==> src/rtl/life_hud_controller.sv <==
// life_hud_controller: player-lives HUD sequencer.
// Holds the lives count, runs the PLAY/BLINK/OVER state machine and produces
// the sprite ROM address plus a draw enable aligned with the ROM output.
// Optional build macro LIFE_HUD_SHOW_LOST_EN adds the icon_ghost output and
// draws lost-life slots as dimmed ghosts.
module life_hud_controller #(
  parameter int unsigned MAX_LIVES    = 5,
  parameter int unsigned START_LIVES  = 3,
  parameter int unsigned ICON_W       = 16,
  parameter int unsigned ICON_H       = 16,
  parameter int unsigned ICON_X0      = 16,
  parameter int unsigned ICON_Y0      = 16,
  parameter int unsigned ICON_GAP     = 4,
  parameter int unsigned BLINK_FRAMES = 60,
  parameter int unsigned BLINK_PERIOD = 8
) (
  input  logic       vga_clk,
  input  logic       reset,
  input  logic       frame_start,
  input  logic       hit,
  input  logic       extra_life,
  input  logic       new_game,
  input  logic [9:0] DrawX,
  input  logic [9:0] DrawY,
  output logic [2:0] lives,
  output logic       game_over,
  output logic       invuln,
  output logic [7:0] icon_addr,
  output logic       icon_en
`ifdef LIFE_HUD_SHOW_LOST_EN
  ,
  output logic       icon_ghost
`endif
);

  localparam int unsigned PITCH = ICON_W + ICON_GAP;
  localparam int unsigned CW    = (BLINK_FRAMES > 1) ? $clog2(BLINK_FRAMES) : 1;
  localparam int unsigned PW    = (BLINK_PERIOD > 1) ? $clog2(BLINK_PERIOD) : 1;

  localparam logic [2:0]    LIVES_MAX   = 3'(MAX_LIVES);
  localparam logic [2:0]    LIVES_START = 3'(START_LIVES);
  localparam logic [CW-1:0] BLINK_LAST  = CW'(BLINK_FRAMES - 1);
  localparam logic [PW-1:0] PHASE_LAST  = PW'(BLINK_PERIOD - 1);

  typedef enum logic [1:0] {
    PLAY,
    BLINK,
    OVER
  } state_t;

  state_t        state_q, state_d;
  logic [2:0]    lives_q, lives_d;
  logic [CW-1:0] blink_q, blink_d;
  // blink_cnt / BLINK_PERIOD parity is tracked with a frame-within-half-phase
  // counter and a toggling dark flag, so no divider is needed.
  logic [PW-1:0] phase_q, phase_d;
  logic          dark_q, dark_d;

  // State register with synchronous reset.
  always_ff @(posedge vga_clk) begin
    if (reset) begin
      state_q <= PLAY;
      lives_q <= LIVES_START;
      blink_q <= '0;
      phase_q <= '0;
      dark_q  <= 1'b0;
    end else begin
      state_q <= state_d;
      lives_q <= lives_d;
      blink_q <= blink_d;
      phase_q <= phase_d;
      dark_q  <= dark_d;
    end
  end

  // Next-state logic: new_game beats everything, hit beats extra_life in PLAY.
  always_comb begin
    state_d = state_q;
    lives_d = lives_q;
    blink_d = blink_q;
    phase_d = phase_q;
    dark_d  = dark_q;
    if (new_game) begin
      state_d = PLAY;
      lives_d = LIVES_START;
      blink_d = '0;
      phase_d = '0;
      dark_d  = 1'b0;
    end else begin
      case (state_q)
        PLAY: begin
          if (hit) begin
            if (lives_q > 3'd1) begin
              lives_d = lives_q - 3'd1;
              state_d = BLINK;
              blink_d = '0;
              phase_d = '0;
              dark_d  = 1'b0;
            end else begin
              lives_d = '0;
              state_d = OVER;
            end
          end else if (extra_life && (lives_q < LIVES_MAX)) begin
            lives_d = lives_q + 3'd1;
          end
        end
        BLINK: begin
          if (extra_life && (lives_q < LIVES_MAX)) begin
            lives_d = lives_q + 3'd1;
          end
          if (frame_start) begin
            if (blink_q == BLINK_LAST) begin
              state_d = PLAY;
              blink_d = '0;
              phase_d = '0;
              dark_d  = 1'b0;
            end else begin
              blink_d = blink_q + 1'b1;
              if (phase_q == PHASE_LAST) begin
                phase_d = '0;
                dark_d  = ~dark_q;
              end else begin
                phase_d = phase_q + 1'b1;
              end
            end
          end
        end
        OVER: begin
          lives_d = '0;
        end
        default: begin
          state_d = PLAY;
        end
      endcase
    end
  end

  assign lives     = lives_q;
  assign game_over = (state_q == OVER);
  assign invuln    = (state_q == BLINK);

  logic [31:0] x32, y32, dx;
  logic        y_in, slot_c, live_c, hit_c;
  logic [2:0]  idx_c;
  logic [7:0]  addr_c;

  // Icon hit test against the precomputed left edge of every slot.
  always_comb begin
    x32    = 32'(DrawX);
    y32    = 32'(DrawY);
    y_in   = (y32 >= ICON_Y0) && (y32 < ICON_Y0 + ICON_H);
    slot_c = 1'b0;
    idx_c  = '0;
    dx     = '0;
    addr_c = '0;
    for (int unsigned i = 0; i < MAX_LIVES; i++) begin
      if ((x32 >= ICON_X0 + i * PITCH) && (x32 < ICON_X0 + i * PITCH + ICON_W)) begin
        slot_c = y_in;
        idx_c  = 3'(i);
        dx     = x32 - (ICON_X0 + i * PITCH);
      end
    end
    if (slot_c) begin
      addr_c = 8'((y32 - ICON_Y0) * ICON_W + dx);
    end
    live_c = slot_c && (idx_c < lives_q);
`ifdef LIFE_HUD_SHOW_LOST_EN
    hit_c  = slot_c;
`else
    hit_c  = live_c;
`endif
  end

  logic live_pix_q;
  logic visible;

  assign visible = (state_q == PLAY) || ((state_q == BLINK) && !dark_q);

`ifdef LIFE_HUD_SHOW_LOST_EN
  logic slot_pix_q;

  // Stage 1: register ROM address and slot/live flags for this pixel.
  always_ff @(posedge vga_clk) begin
    if (reset) begin
      icon_addr  <= '0;
      live_pix_q <= 1'b0;
      slot_pix_q <= 1'b0;
    end else begin
      icon_addr  <= hit_c ? addr_c : '0;
      live_pix_q <= live_c;
      slot_pix_q <= slot_c;
    end
  end

  // Stage 2: live icons blink, ghost slots never blink; OVER shows all ghosts.
  always_ff @(posedge vga_clk) begin
    if (reset) begin
      icon_en    <= 1'b0;
      icon_ghost <= 1'b0;
    end else if (state_q == OVER) begin
      icon_en    <= slot_pix_q;
      icon_ghost <= slot_pix_q;
    end else begin
      icon_en    <= slot_pix_q && (live_pix_q ? visible : 1'b1);
      icon_ghost <= slot_pix_q && !live_pix_q;
    end
  end
`else
  // Stage 1: register ROM address and live flag for this pixel.
  always_ff @(posedge vga_clk) begin
    if (reset) begin
      icon_addr  <= '0;
      live_pix_q <= 1'b0;
    end else begin
      icon_addr  <= hit_c ? addr_c : '0;
      live_pix_q <= live_c;
    end
  end

  // Stage 2: draw enable aligned with the ROM output, gated by blink phase.
  always_ff @(posedge vga_clk) begin
    if (reset) begin
      icon_en <= 1'b0;
    end else begin
      icon_en <= live_pix_q && visible;
    end
  end
`endif

endmodule

==> config.mk <==
export PLATFORM = sky130hd
export DESIGN_NAME = life_hud_controller
export DESIGN_NICKNAME = d
export VERILOG_FILES = /design/src/rtl/life_hud_controller.sv
export SDC_FILE = /design/constraint.sdc
export NUM_CORES = 1
export LEC_CHECK = 0
export CAP_MARGIN = 20
export CORE_UTILIZATION = 53
export CTS_CLUSTER_SIZE = 8
export DETAILED_ROUTE_END_ITERATION = 6
export GPL_TIMING_DRIVEN = 0
export PLACE_DENSITY_LB_ADDON = 0.08
export SYNTH_ARGS = -nofsm -noshare
export SYNTH_HDL_FRONTEND = slang
export SYNTH_SLANG_ARGS = --single-unit
==> constraint.sdc <==
create_clock -name vga_clk -period 4 [get_ports vga_clk]
set_input_delay 0.6 -clock vga_clk [delete_from_list [all_inputs] [get_ports vga_clk]]
set_output_delay 0.6 -clock vga_clk [all_outputs]
set_load 0.02 [all_outputs]
==> results of run 1 <==
==> logic make-up (layout without fill, tap and decap cells) <==
kind of cell / after synthesis / in the layout / synth area share [%]
buffers and inverters: 26 / 68 / 4.820
adders and majority gates: 34 / 34 / 19.39
xor gates and xnor gates: 10 / 10 / 3.924
muxes: 9 / 9 / 4.260
DFF: 25 / 25 / 22.42
AOI/OAI and AO/OA: 67 / 67 / 22.70
and+or+nand+nor: 97 / 97 / 22.48
==> power groups by stage <==
stage	combinational, W	clock [W]	sequential, W
detailed placement	0.000175	0	0.000264
global placement	0.000172	0	0.000264
CTS	0.000176	0.000157	0.000258
floorplan	0.000111	0	0.000265
global route	0.000198	0.000167	0.000259
finish	0.000177	0.000150	0.000258
==> routing by layer <==
layer	vias up	wire length [microns]	GRT usage [%]
li1	1046	-	-
met1	935	2232	27.86
met2	60	2378	42.80
met3	10	176	3.767
met4	0	95	8.777
met5	-	0	0
==> flip-flops by register name, indices dropped and copies added, names as in the netlist <==
register / count
dark_q: 1
phase_q: 3
live_pix_q: 1
icon_addr: 8
lives: 3
state_q: 2
blink_q: 6
icon_en: 1
==> repair_timing <==
item,in CTS,in global routing
gates resized for setup,4,5
endpoints found under the hold margin,0,0
setup endpoints to repair,1,1
==> stage by stage <==
step / cell area, sq um / util [%] / worst slack, ps / power, W / std cells
finish: 2739 / 67.98 / 197.8 / 0.0005843 / 360
floorplan: 2232 / - / 501.1 / 0.0003760 / 268
detailed placement: 2675 / 66.40 / -582.4 / 0.0004386 / 356
global route: 2739 / 67.98 / 20.41 / 0.0006235 / 360
global placement: 2675 / 66.40 / -533.8 / 0.0004360 / 356
CTS: 2733 / 67.83 / 13.50 / 0.0005916 / 360
==> layout by cell type, fill, tap and decap left out, types with 5 or more instances in the layout <==
cell,instances
sky130_fd_sc_hd__mux2i_1,5
sky130_fd_sc_hd__nor3_1,6
sky130_fd_sc_hd__a21oi_1,19
sky130_fd_sc_hd__nor2_1,25
sky130_fd_sc_hd__clkdlybuf4s50_1,35
sky130_fd_sc_hd__xor2_1,6
sky130_fd_sc_hd__a21o_1,5
sky130_fd_sc_hd__o21ai_0,10
sky130_fd_sc_hd__nand2_1,24
sky130_fd_sc_hd__nand3_1,7
sky130_fd_sc_hd__ha_1,33
sky130_fd_sc_hd__dfxtp_1,25
sky130_fd_sc_hd__inv_1,18
sky130_fd_sc_hd__and3_1,6
==> worst max-delay path, cell delays in order <==
cell	delay (ps)
sky130_fd_sc_hd__clkdlybuf4s50_1	570
sky130_fd_sc_hd__inv_1	280
sky130_fd_sc_hd__ha_1	190
sky130_fd_sc_hd__or3b_1	390
sky130_fd_sc_hd__a21oi_1	280
sky130_fd_sc_hd__o21ai_0	170
sky130_fd_sc_hd__or3_1	400
sky130_fd_sc_hd__a32oi_1	200
sky130_fd_sc_hd__a21o_1	110
sky130_fd_sc_hd__ha_1	170
sky130_fd_sc_hd__inv_1	60
sky130_fd_sc_hd__fa_1	370
sky130_fd_sc_hd__xor2_1	140
sky130_fd_sc_hd__nor2_1	50
==> worst min-delay path by stage <==
stage	slack, ps	from	end	depth (start not counted)
2_1_floorplan	440	live_pix_q	icon_en	1
3_3_place_gp	450	live_pix_q	icon_en	1
3_5_place_dp	450	live_pix_q	icon_en	1
4_1_cts	470	live_pix_q	icon_en	1
5_1_grt	490	live_pix_q	icon_en	1
6_report	470	live_pix_q	icon_en	1
==> area by class of cell <==
type	instances	area, sq um
multi-input cells	217	1629
clock inverters	1	7.507
plain buffers	7	46.29
inverters	19	71.32
well taps	50	62.56
clock buffers	3	41.29
repair buffers	38	380.4
fillers	355	1290
flip-flops and latches	25	500.5
==> flow_summary_export.csv, run 1 <==
group,metric,value,unit
setup_path,cp_max_fo,8,
sta,total_count_of_hold_check_failures_in_the_final_report,0,
sta,hold_ws,468.3,ps
logic_synthesis,post_synth_main_area_contributors,"sky130_fd_sc_hd__dfxtp_1, sky130_fd_sc_hd__ha_1, sky130_fd_sc_hd__a21oi_1",
logic_synthesis,async_set_reset_flop_share_out_of_synthesis,0,%
clocking,post-cts-setup-buffers,0,
cells_and_area,area_growth,22.70,%
setup_path,cp.required,4170,ps
power,sequentialPowerShare,44.2,%
logic_synthesis,yosys.area.top_type,"sky130_fd_sc_hd__dfxtp_1",
global_route,antenna_found_initial,0,
cells_and_area,n_antenna_cell,0,
sta,timing.slew.headroom,59.42,%
power,switching_share,30.45,%
logic_synthesis,syn-cell-area,0.002232,sq mm
sta,finalMaxSlewViolations,0,
logic_synthesis,synth.yosys.warnings,0,
route,dr_total_vias,2051,
route,detail_route.wl_per_cell,13.56,microns
sta,report.final.setup_viol,0,
logic_synthesis,synth_enable_flop_cells,0,
power,net_switching,0.0001779,W
logic_synthesis,netlist.area_leader.share,22.42,%
cells_and_area,nets,371,
global_route,gr-total-overflow,0,
power,power_frac_comb,30.2,%
power,power.static_leakage,1.169,nW
die,core,0.004029,sq mm
route,route.detailed.vias_per_inst,5.697,
power,clockPowerShare,25.6,%
clocking,cts_hold_repair.buffers,0,
clocking,htree_num_levels,1,
global_route,first_global_vias,1876,
min_path,timing.hold.worst.class,"reg2reg",
place,hpwl,3942,microns
die,die_w,66.90,microns
setup_path,critPathCaptureType,"flip-flop",
logic_synthesis,top_cell_types_by_occurrence_after_synthesis,"sky130_fd_sc_hd__ha_1, sky130_fd_sc_hd__dfxtp_1, sky130_fd_sc_hd__nor2_1",
place,total_of_buffers_placed_on_input_and_output_ports,38,
clocking,cts-buffers-inserted,3,
setup_path,endpoint_of_the_worst_setup_timing_path,"icon_addr[6]",
power,intPower,0.0004064,W
route,wl,4883,microns
power,peakVddDrop,0.1135,mV
logic_synthesis,synth.distinct_cells,60,
setup_path,critical_path.startpoint_type,"input pin",
clocking,tritoncts_num_sinks,25,
logic_synthesis,ys_ff_latch,25,
die,height_of_the_die,66.90,microns
route,drt.antenna.violating_nets,0,
global_route,grt_start_max_net_pins,16,
setup_path,critPathArrivalTime,3970,ps
logic_synthesis,syn_inst,268,
sta,setup_repair_after_global_routing_missed_its_margin,"false",
logic_synthesis,syn_area_per_cell,8.329,sq um
sta,tightest_slew,601.1,ps
setup_path,startpoint,"DrawX[3]",
logic_synthesis,synth_fp_nets,328,
clocking,clkSlewWorstSetupHoldPaths,90,ps
route,dr.first_iter.drc_count,61,
status,status,"finished, final reports clean",
die,num_rows,23,
global_route,grt_pass1_wl,8135,microns
sta,layout_worst_path_cycle_share,95.05,%
sta,totalNegativeSetupSlack,0,ps
route,drc,0,
run,max_cap_violations,0,
setup_path,rr_startpoint,"lives[1]",
logic_synthesis,ys_dominant_reg_cell,"sky130_fd_sc_hd__dfxtp_1",
clocking,source_to_sink_clock_delay_at_the_later_pin_of_the_worst_skew_pair,270,ps
setup_path,r2r_cells,9,
global_route,grt_usage,23.79,%
sta,clock.fmax,0.2630,GHz
sta,worst_clock_skew,2.366,ps
setup_path,r2r_end,"dark_q",
die,ios,40,
power,pd_cells,213.3,mW/mm^2
logic_synthesis,synth.yosys.seq_area_share,22.42,%
place,gp_congestion,0.9480,
sta,post-route-min-period,3802,ps
die,die-area,0.004475,sq mm
logic_synthesis,yosys.cell_count.top_type,"sky130_fd_sc_hd__ha_1",
die,initial_utilization,55.40,%
setup_path,crit_type,"in2reg",
clocking,clk_root_buffer_cell,"sky130_fd_sc_hd__clkbuf_8",
clocking,cts_tree,"built",
clocking,clock_tree.buffer_depth,2,
route,drtPass1Iterations,4,
setup_path,ff2ff_setup_slack,1800,ps
cells_and_area,layout-drive-gt1-share,9.032,%
Power figures use the tool's default switching activity.
==> inputs of run 2 (changes only) <==
Settings changed: CORE_UTILIZATION 53 to 48.
Clock period 4 ns to 3.3 ns, I/O delays scaled along.
==> run 2 against run 1 <==
  * Sequential power up 21%
  * Hold slack improved by 7.6 ps
  * Final area rose by 3.5%
  * Clock skew increased by 9.5 ps
  * Routed wire length is 9.7% higher
  * Clock power up 27%
  * Via count up 2.8%
  * Critical path type unchanged
==> flow_summary_export.csv, run 2 (same netlist as run 1, synthesis figures left out) <==
group,metric,value,unit
status,status,"finished, final reports clean",
clocking,htree_num_levels,1,
clocking,source_to_sink_clock_delay_at_the_later_pin_of_the_worst_skew_pair,280,ps
die,initial_utilization,50.57,%
clocking,tritoncts_num_sinks,25,
setup_path,critical_path.startpoint_type,"input pin",
global_route,grt_pass1_wl,9135,microns
setup_path,critical-path-slowest-cell,"sky130_fd_sc_hd__or3b_1",
cells_and_area,leading_cell_types_in_the_layout_fill_and_taps_excluded,"sky130_fd_sc_hd__ha_1, sky130_fd_sc_hd__clkdlybuf4s50_1, sky130_fd_sc_hd__nor2_1, sky130_fd_sc_hd__dfxtp_1, sky130_fd_sc_hd__nand2_1",
global_route,grt_start_max_net_pins,16,
setup_path,critPathCaptureType,"flip-flop",
place,dp_cell_count,358,
setup_path,cp.required,3480,ps
power,intPower,0.0004999,W
route,drc,0,
global_route,gr-total-overflow,0,
cells_and_area,area_growth,27.02,%
sta,report.final.setup_viol,0,
die,num_rows,24,
run,max_cap_violations,0,
setup_path,crit_path_cell_trace,"clkdlybuf4s15_2 -> ha_1 -> or3b_1 -> a21o_1 -> and3_1 -> a211o_1 -> a22o_1 -> ha_1 -> a21oi_2 -> xor2_1 -> nand3_1 -> nor3b_1",
setup_path,critical_path.most_common_cell,"sky130_fd_sc_hd__ha_1",
power,net_switching,0.0002323,W
clocking,cts_hold_repair.buffers,0,
die,die_w,70.20,microns
cells_and_area,postLayoutCoreUtil,64.23,%
cells_and_area,nets,377,
power,power.static_leakage,1.199,nW
sta,finalWorstSetupSlack,164.4,ps
power,power_frac_comb,31.2,%
route,wl,5357,microns
power,pd_cells,258.2,mW/mm^2
clocking,clkSlewWorstSetupHoldPaths,100,ps
sta,post-route-min-period,3136,ps
sta,timing.slew.headroom,55.17,%
cells_and_area,final_area,0.002835,sq mm
place,hpwl,4118,microns
power,switching_share,31.73,%
place,detailed_place.area,0.002679,sq mm
setup_path,critPathArrivalTime,3320,ps
power,peakVddDrop,0.1228,mV
sta,total_count_of_hold_check_failures_in_the_final_report,0,
global_route,antenna_found_initial,0,
place,total_of_buffers_placed_on_input_and_output_ports,38,
min_path,timing.hold.worst.class,"reg2reg",
clocking,clock_tree.buffer_depth,2,
clocking,cts_tree,"built",
route,drt.antenna.violating_nets,0,
die,height_of_the_die,70.20,microns
clocking,clk_root_buffer_cell,"sky130_fd_sc_hd__clkbuf_8",
cells_and_area,n_antenna_cell,0,
die,ios,40,
route,detail_route.wl_per_cell,14.56,microns
sta,layout_worst_path_cycle_share,95.02,%
die,die-area,0.004927,sq mm
route,drtPass1Iterations,4,
cells_and_area,layout-drive-gt1-share,16.14,%
setup_path,crit_buf_inv,1,
route,dr.first_iter.drc_count,76,
power,clockPowerShare,26.0,%
sta,worst_clock_skew,11.91,ps
place,gp_congestion,0.8869,
setup_path,crit_type,"in2reg",
setup_path,cpLargestDelayFamily,"compound AO/OA/AOI/OAI gates",
global_route,grt_usage,22.74,%
cells_and_area,top_regs,"icon_addr x8, blink_q x6",
sta,clock.fmax,0.3189,GHz
cells_and_area,max_flop_register,"icon_addr",
power,total_power,0.0007322,W
cells_and_area,flip_flop_count_of_the_largest_register_after_layout,8,
route,route.detailed.vias_per_inst,5.728,
global_route,first_global_vias,2088,
place,pre_cts_ws,-1129,ps
power,sequentialPowerShare,42.8,%
route,dr_total_vias,2108,
clocking,cts-buffers-inserted,3,
setup_path,cpPeakStageDelay,410,ps
sta,tightest_slew,664.1,ps
cells_and_area,post_layout_nonfiller_instances,368,
die,core,0.004414,sq mm
sta,finalMaxSlewViolations,0,
cells_and_area,final_common_cell,"sky130_fd_sc_hd__ha_1",
setup_path,cp_max_fo,9,
-- run 2: repair_timing --
action                     CTS  global route
pin swaps                    2             4
setup endpoints to repair    9             3
gates resized for setup     24            20
setup buffers                5             2
-- run 2: area by class of cell --
cell class,instances,area (sq um)
Tap cell,52,65.06
Sequential cell,25,500.5
Inverter,19,83.83
Fill cell,397,1579
Clock buffer,3,41.29
Clock inverter,1,7.507
Buffer,6,45.04
Multi-Input combinational cell,217,1670
Timing Repair Buffer,45,421.7
-- run 2: metrics by stage --
| step | setup TNS (ps) | hold slack, ps |
|---|---|---|
| 6_report | 0 | 475.9 |
| 5_1_grt | -4.461 | 495.7 |
| 4_1_cts | 0 | 468.6 |
| 3_5_place_dp | -5035 | 452.8 |
| 3_3_place_gp | -4856 | 449.8 |
| 2_1_floorplan | 0 | 439.0 |
-- run 2: final timing paths --
check              from            to  slack, ps  cells after the start
max            DrawX[2]  icon_addr[7]        160                     12
min          live_pix_q       icon_en        480                      1
max reg2reg    lives[1]        dark_q       1000                      9
min reg2reg  live_pix_q       icon_en        480                      1
-- run 2: layer usage --
| metal | GRT usage (%) | share of wire, % | up-vias |
|---|---|---|---|
| li1 | - | - | 1050 |
| met3 | 3.175 | 4.1 | 14 |
| met5 | 0 | 0 | - |
| met4 | 10.44 | 2.6 | 0 |
| met2 | 40.71 | 49 | 56 |
| met1 | 26.58 | 44 | 988 |
-- run 2: power by group through the flow --
stage / registers [W] / clock network (W) / logic [W]
final: 0.000313 / 0.000190 / 0.000229
after global routing: 0.000314 / 0.000204 / 0.000254
after CTS: 0.000313 / 0.000193 / 0.000221
after detailed placement: 0.000320 / 0 / 0.000213
after global placement: 0.000320 / 0 / 0.000209
after floorplan: 0.000321 / 0 / 0.000135
